File: src/rtl/instr_loader_if.sv
// Byte-stream input and instruction-memory write bus of the image loader.
//
// Handshake: a byte moves on a rising edge where byte_valid and byte_ready
// are both high. The source holds byte_in and byte_valid steady until that
// edge; byte_ready does not depend on byte_valid. mem_we is a single-cycle
// strobe qualifying mem_addr/mem_wdata and has no back-pressure.
interface instr_loader_if #(
    parameter int D_WIDTH = 32
);
    logic [7:0]         byte_in;
    logic               byte_valid;
    logic               byte_ready;
    logic               mem_we;
    logic [D_WIDTH-1:0] mem_addr;
    logic [D_WIDTH-1:0] mem_wdata;

    // Loader side: consumes the stream, drives the memory port
    modport master (
        input  byte_in, byte_valid,
        output byte_ready, mem_we, mem_addr, mem_wdata
    );

    // Environment side: produces the stream, observes the memory port
    modport slave (
        output byte_in, byte_valid,
        input  byte_ready, mem_we, mem_addr, mem_wdata
    );
endinterface

File: src/rtl/instr_loader.sv
// Instruction image loader: assembles little-endian bytes into 32-bit words,
// writes them to consecutive word addresses and holds the CPU in reset
// until the requested number of words has been written.
module instr_loader #(
    parameter int D_WIDTH = 32,
    parameter int A_WIDTH = 8
) (
    input  logic               clk,
    input  logic               rst,
    input  logic               i_start,
    input  logic [A_WIDTH:0]   i_load_len,
    instr_loader_if.master     bus,
    output logic               o_cpu_rst,
    output logic               o_busy,
    output logic               o_done,
    output logic               o_err,
    output logic [1:0]         o_state
);

    typedef enum logic [1:0] {
        ST_IDLE = 2'd0,
        ST_LOAD = 2'd1,
        ST_DONE = 2'd2
    } state_t;

    // Memory depth in words, expressed in the load_len width
    localparam logic [A_WIDTH:0] LP_DEPTH = {1'b1, {A_WIDTH{1'b0}}};

    state_t               r_state;
    logic [A_WIDTH:0]     r_len;
    logic [A_WIDTH-1:0]   r_word_idx;
    logic [1:0]           r_byte_cnt;
    logic                 r_mem_we;
    logic [D_WIDTH-1:0]   r_mem_addr;
    logic [D_WIDTH-1:0]   r_mem_wdata;
    logic                 r_err;

    logic [A_WIDTH:0]     w_next_idx;
    logic                 w_byte_ready;

    // Word count after the current write; wide enough to reach the full depth
    assign w_next_idx   = {1'b0, r_word_idx} + {{A_WIDTH{1'b0}}, 1'b1};
    // No byte is taken in the cycle the assembled word is being written
    assign w_byte_ready = (r_state == ST_LOAD) && !r_mem_we;

    // Main FSM: start decoding, byte lane assembly and word write strobe
    always_ff @(posedge clk) begin
        if (!rst) begin
            r_state     <= ST_IDLE;
            r_len       <= '0;
            r_word_idx  <= '0;
            r_byte_cnt  <= '0;
            r_mem_we    <= 1'b0;
            r_mem_addr  <= '0;
            r_mem_wdata <= '0;
            r_err       <= 1'b0;
        end else begin
            case (r_state)
                ST_IDLE, ST_DONE: begin
                    if (i_start) begin
                        if (i_load_len == '0) begin
                            r_state <= ST_DONE;
                        end else if (i_load_len > LP_DEPTH) begin
                            // Oversized image is refused; state is left as is
                            r_err <= 1'b1;
                        end else begin
                            r_state    <= ST_LOAD;
                            r_len      <= i_load_len;
                            r_word_idx <= '0;
                            r_byte_cnt <= '0;
                        end
                    end
                end
                ST_LOAD: begin
                    if (r_mem_we) begin
                        r_mem_we   <= 1'b0;
                        r_byte_cnt <= '0;
                        r_word_idx <= w_next_idx[A_WIDTH-1:0];
                        if (w_next_idx == r_len) begin
                            r_state <= ST_DONE;
                        end
                    end else if (bus.byte_valid) begin
                        r_mem_wdata[8*r_byte_cnt +: 8] <= bus.byte_in;
                        if (r_byte_cnt == 2'd3) begin
                            r_mem_we   <= 1'b1;
                            r_mem_addr <= D_WIDTH'({r_word_idx, 2'b00});
                        end else begin
                            r_byte_cnt <= r_byte_cnt + 2'd1;
                        end
                    end
                end
                default: begin
                    r_state  <= ST_IDLE;
                    r_mem_we <= 1'b0;
                end
            endcase
        end
    end

    assign bus.byte_ready = w_byte_ready;
    assign bus.mem_we     = r_mem_we;
    assign bus.mem_addr   = r_mem_addr;
    assign bus.mem_wdata  = r_mem_wdata;

    assign o_cpu_rst = (r_state != ST_DONE);
    assign o_busy    = (r_state == ST_LOAD);
    assign o_done    = (r_state == ST_DONE);
    assign o_err     = r_err;
    assign o_state   = r_state;

endmodule
File: src/flat_wrapper.sv
// flat-port wrapper written by rule: the top's interface ports become plain ports
module instr_loader_flat 
#(
    parameter int D_WIDTH = 32,
    parameter int A_WIDTH = 8
)
  (clk, rst, i_start, i_load_len, o_cpu_rst, o_busy, o_done, o_err, o_state, bus_byte_in, bus_byte_valid, bus_byte_ready, bus_mem_we, bus_mem_addr, bus_mem_wdata);
  instr_loader_if #(.D_WIDTH(D_WIDTH)) bus_i ();
  input  logic clk;
  input  logic rst;
  input  logic i_start;
  input  logic [A_WIDTH:0] i_load_len;
  output logic o_cpu_rst;
  output logic o_busy;
  output logic o_done;
  output logic o_err;
  output logic [1:0] o_state;
  input wire logic [$bits(bus_i.byte_in)-1:0] bus_byte_in;
  input wire logic [$bits(bus_i.byte_valid)-1:0] bus_byte_valid;
  output wire logic [$bits(bus_i.byte_ready)-1:0] bus_byte_ready;
  output wire logic [$bits(bus_i.mem_we)-1:0] bus_mem_we;
  output wire logic [$bits(bus_i.mem_addr)-1:0] bus_mem_addr;
  output wire logic [$bits(bus_i.mem_wdata)-1:0] bus_mem_wdata;
  assign bus_i.byte_in = bus_byte_in;
  assign bus_i.byte_valid = bus_byte_valid;
  assign bus_byte_ready = bus_i.byte_ready;
  assign bus_mem_we = bus_i.mem_we;
  assign bus_mem_addr = bus_i.mem_addr;
  assign bus_mem_wdata = bus_i.mem_wdata;
  instr_loader #(.D_WIDTH(D_WIDTH), .A_WIDTH(A_WIDTH)) u_core (.clk(clk), .rst(rst), .i_start(i_start), .i_load_len(i_load_len), .bus(bus_i), .o_cpu_rst(o_cpu_rst), .o_busy(o_busy), .o_done(o_done), .o_err(o_err), .o_state(o_state));
endmodule
File: config.mk
export PLATFORM = sky130hd
export DESIGN_NAME = instr_loader_flat
export DESIGN_NICKNAME = d
export VERILOG_FILES = /design/src/rtl/instr_loader_if.sv /design/src/rtl/instr_loader.sv /design/src/flat_wrapper.sv
export SDC_FILE = /design/constraint.sdc
export NUM_CORES = 1
export LEC_CHECK = 0
export ABC_AREA = 0
export CORE_MARGIN = 4
export CORE_UTILIZATION = 25
export CTS_CLUSTER_DIAMETER = 200
export CTS_CLUSTER_SIZE = 8
export DETAILED_ROUTE_END_ITERATION = 8
export GPL_TIMING_DRIVEN = 1
export PLACE_DENSITY = 0.47
export SLEW_MARGIN = 20
export SYNTH_ARGS = -nofsm -noshare
export SYNTH_HDL_FRONTEND = slang
export SYNTH_SLANG_ARGS = --single-unit
File: constraint.sdc
create_clock -name clk -period 3.4 [get_ports clk]
set_input_delay 1.02 -clock clk [delete_from_list [all_inputs] [get_ports clk]]
set_output_delay 1.02 -clock clk [all_outputs]
set_load 0.05 [all_outputs]
==> results by group, run 1 <==
Run status
  – Outcome: complete, no violations

Placement
  – Post-DP HPWL: 6300 um
  – RePlAce Congestion: slightly above 0.8
  – Placed standard-cell area: 3950 um2
  – Port Buf Inserts: 68

GRT
  – GRT Overall Usage: 0.118
  – Initial antenna violation count: 0
  – Grt total ovfl: 0
  – Vias in the first global route: ~2600
  – Largest net degree at the start of global routing: 30
  – First-pass GRT wire length: 13800 um

Pwr
  – Pwr Total: 0.00200 W
  – Pleak: 1.52 nW
  – Peak VDD IR: 0.240 mV
  – PwrDens: 468 nW/um2

Layout
  – Post-route cell area: approximately 4300 um2
  – Layout area overhead: 33.0%
  – Most frequent cells in the layout: nand2_1 (70), clkdlybuf4s50_1 (68), dfxtp_1 (63), nand3_1 (42), a21boi_0 (36)
  – Leading cell type in the layout, fill and taps excluded: nand2_1
  – # diodes: 0
  – Layout Nets: 473
  – Share of cells above drive strength 1: 0.0692
  – Fill count: 1347

Setup path
  – Slowest CP cell: or4b_1
  – Crit Reg-Reg Endpoint: u_core.bus.mem_wdata[19]$_SDFFE_PN0P_
  – CP Class: primary input to register
  – Critical path's top delay family: simple AND/OR/NAND/NOR gates
  – CP Capture Type: register
  – Type of origin of the critical path: primary input
  – CP Cell Sequence: clkdlybuf4s50_1 > nor4_1 > nand2_1 > ha_1 > or4b_1 > nand2b_1 > nand2_1 > o21ai_0 > a21boi_0
  – Worst-case reg-to-reg path depth: 5
  – Worst Path Required: roughly 3.6 ns
  – Crit-path max FO: 8
  – Biggest cell delay along the critical path: between 0.5 and 0.6 ns
  – Worst path buffer plus inverter count: 1
  – Most used cell, CP: nand2_1
  – Reg2Reg Setup Slack: 1.19 ns
  – Reg-to-Reg Start: u_core.r_byte_cnt[0]$_SDFFE_PN0P_
  – Critical Path AT: between 3 and 4 ns

CTS
  – Clk Latency, worst-skew pair: 0.33 ns
  – TritonCTS buffer count: 9
  – CTS Root Cell: clkbuf_16
  – Clk buf depth: 2
  – Hold_buf cts: 0
  – H-tree Lvls: 3
  – Clock Sinks: 63
  – CTS tree: yes
  – Setup Buffers After CTS: 0
  – # resized after CTS: 0
  – Clock transition at the registers of the reported paths: 0.05 ns

Route
  – Number of DRC markers in iteration 0: 80
  – 1st-pass router iterations: 4
  – DRT Wirelength: 8490 um
  – Via count: 2730
  – Average via count per standard cell: 4.40
  – Wire per inst: 13.7 um
  – DRC: 0
  – Remaining antenna violation count: 0

Timing
  – Post-layout min period: 3.13 ns
  – RSZ-0062 raised after global routing: false
  – Final setup viols: 0
  – Relative slew slack: 0.336
  – F_max: about 0.32 GHz
  – Hold Fails Final Rpt: 0
  – Worst-Margin Slew: approximately 0.99 ns
  – Max Slew Vio Count: 0
  – Part of the cycle the worst path needs: 0.922
  – Setup_tns: 0 ns
  – Worst clock skew: 0.00285 ns

Floorplanning
  – Total Die Area: 14700 um2
  – Initial cell density of the core: 0.255
  – Number of top-level pins: just over 90
  – Die H: between 100 and 150 um
  – Core area: 12600 um2
  – Die width: 121 um
  – Standard-cell rows: 41

Hold path
  – Worst Hold Path EP: u_core.bus.mem_wdata[27]$_SDFFE_PN0P_
  – Hold path cells: 2
  – Hold wc startpoint: u_core.bus.mem_wdata[27]$_SDFFE_PN0P_
  – Hold/Removal Path Class: register to register

Synth
  – Mapped Avg Cell Area: roughly 8.5 um2
  – Yosys cell types: 52
  – Synth Warn #: 0
  – Post-Syn Area: between 3000 and 4000 um2
  – Synthesized instance count: 380
  – Synthesis-stage register bit count: 63
  – Fraction of the yosys area taken by sequential cells: 0.393

Flow run
  – Max_cap viols: 0
==> cells by family (layout without fill, tap and decap cells) <==
kind of cell / Yosys count / count (layout) / synth area share
buffers and inverters: 50 / 95 / 0.0997
flip-flops: 63 / 63 / 0.393
multiplexers: 1 / 1 / 0.00312
adder cells (fa/ha/maj): 8 / 8 / 0.0312
other: 1 / 24 / 0.00117
AND/OR/NAND/NOR: 170 / 170 / 0.272
XOR/XNOR: 10 / 10 / 0.0273
AO/OA/AOI/OAI: 77 / 77 / 0.173
==> stage by stage <==
step	hold WS (ns)	cells	worst slack, ns	util
floorplan	0.455	403	0.733	-
global placement	0.440	605	-0.0300	0.313
detailed placement	0.441	605	-0.108	0.313
CTS	0.448	620	0.241	0.339
global route	0.472	620	0.0264	0.339
finish	0.445	620	0.266	0.339
==> state kept, by name (all words and copies together) (netlist names) <==
name,cells
u_core.bus.mem_addr,8
u_core.r_byte_cnt,2
u_core.r_len,9
u_core.bus.mem_wdata,32
u_core.o_err,1
u_core.r_word_idx,8
u_core.o_state,2
u_core.bus.mem_we,1
==> power by group <==
group / internal (W) / total, W / switching [W] / leakage, nW
combinational: 0.0000658 / 0.000215 / 0.000149 / 0.848
clock: 0.000710 / 0.00103 / 0.000318 / 0.160
sequential: 0.000750 / 0.000758 / 0.00000814 / 0.509
==> final cells by class <==
| cell class | instances | area [um2] | share of cell area |
|---|---|---|---|
| multi-input cells | 290 | 1720 | 0.402 |
| clock inverters | 4 | 95.1 | 0.0223 |
| inverters | 6 | 25.0 | 0.00586 |
| well taps | 172 | 215 | 0.0504 |
| clock buffers | 11 | 233 | 0.0545 |
| repair buffers | 74 | 726 | 0.170 |
| flip-flops and latches | 63 | 1260 | 0.295 |
==> worst max-delay path by stage <==
| stage | end | depth (start not counted) | slack (ns) | start |
|---|---|---|---|---|
| 2_1_floorplan | u_core.r_word_idx[2]$_SDFFE_PN0P_ | 8 | 0.73 | i_load_len[0] |
| 3_3_place_gp | u_core.r_word_idx[5]$_SDFFE_PN0P_ | 9 | -0.03 | i_load_len[4] |
| 3_5_place_dp | u_core.r_word_idx[6]$_SDFFE_PN0P_ | 9 | -0.11 | i_load_len[4] |
| 4_1_cts | u_core.r_word_idx[7]$_SDFFE_PN0P_ | 9 | 0.24 | i_load_len[4] |
| 5_1_grt | u_core.r_word_idx[5]$_SDFFE_PN0P_ | 9 | 0.03 | i_load_len[4] |
| 6_report | u_core.r_word_idx[2]$_SDFFE_PN0P_ | 9 | 0.27 | i_load_len[4] |
==> worst min-delay path, delay by kind of cell (launching register included) <==
kind / cells / cell delay [ns]
AOI/OAI and AO/OA: 1 / 0.05
and+or+nand+nor: 1 / 0.05
DFF: 1 / 0.30
==> synth_stat cells (all sizes together) <==
master	number	share of area
xnor2	7	0.019
mux2i	1	0.0031
and4	1	0.0027
buf	33	0.079
a22oi	2	0.0047
a32oi	1	0.0027
and3	6	0.013
a21boi	55	0.13
a21oi	4	0.0062
nand3	44	0.072
o211ai	1	0.0023
conb	1	0.0012
and2b	3	0.0070
xor2	3	0.0082
nor4b	1	0.0027
nor2b	7	0.014
clkbuf	11	0.013
nor4	3	0.0078
o21ai	8	0.012
dfxtp	63	0.39
nand2b	4	0.010
ha	8	0.031
nor3	4	0.0093
and2	3	0.0066
o21a	1	0.0023
nor2	10	0.012
a41o	1	0.0031
and3b	1	0.0027
nand2	72	0.087
o311ai	1	0.0027
o2111ai	1	0.0027
or4b	1	0.0031
nand4b	2	0.0055
nor3b	4	0.0093
inv	6	0.0078
or3	4	0.0078
a31oi	2	0.0039
==> per-layer routing <==
| metal | part of all wire | track usage |
|---|---|---|
| met4 | 0.024 | 0.0560 |
| met1 | 0.48 | 0.166 |
| met3 | 0.070 | 0.0331 |
| met2 | 0.42 | 0.165 |
| met5 | 0 | 0 |
Note: power is estimated with default switching activity, not from simulation.
==> run 2, diff against run 1 <==
ABC_CLOCK_PERIOD_IN_PS = 3400   (was default)
==> results of run 2 <==
Final layout, timing and power as in run 1 (identical DEF).
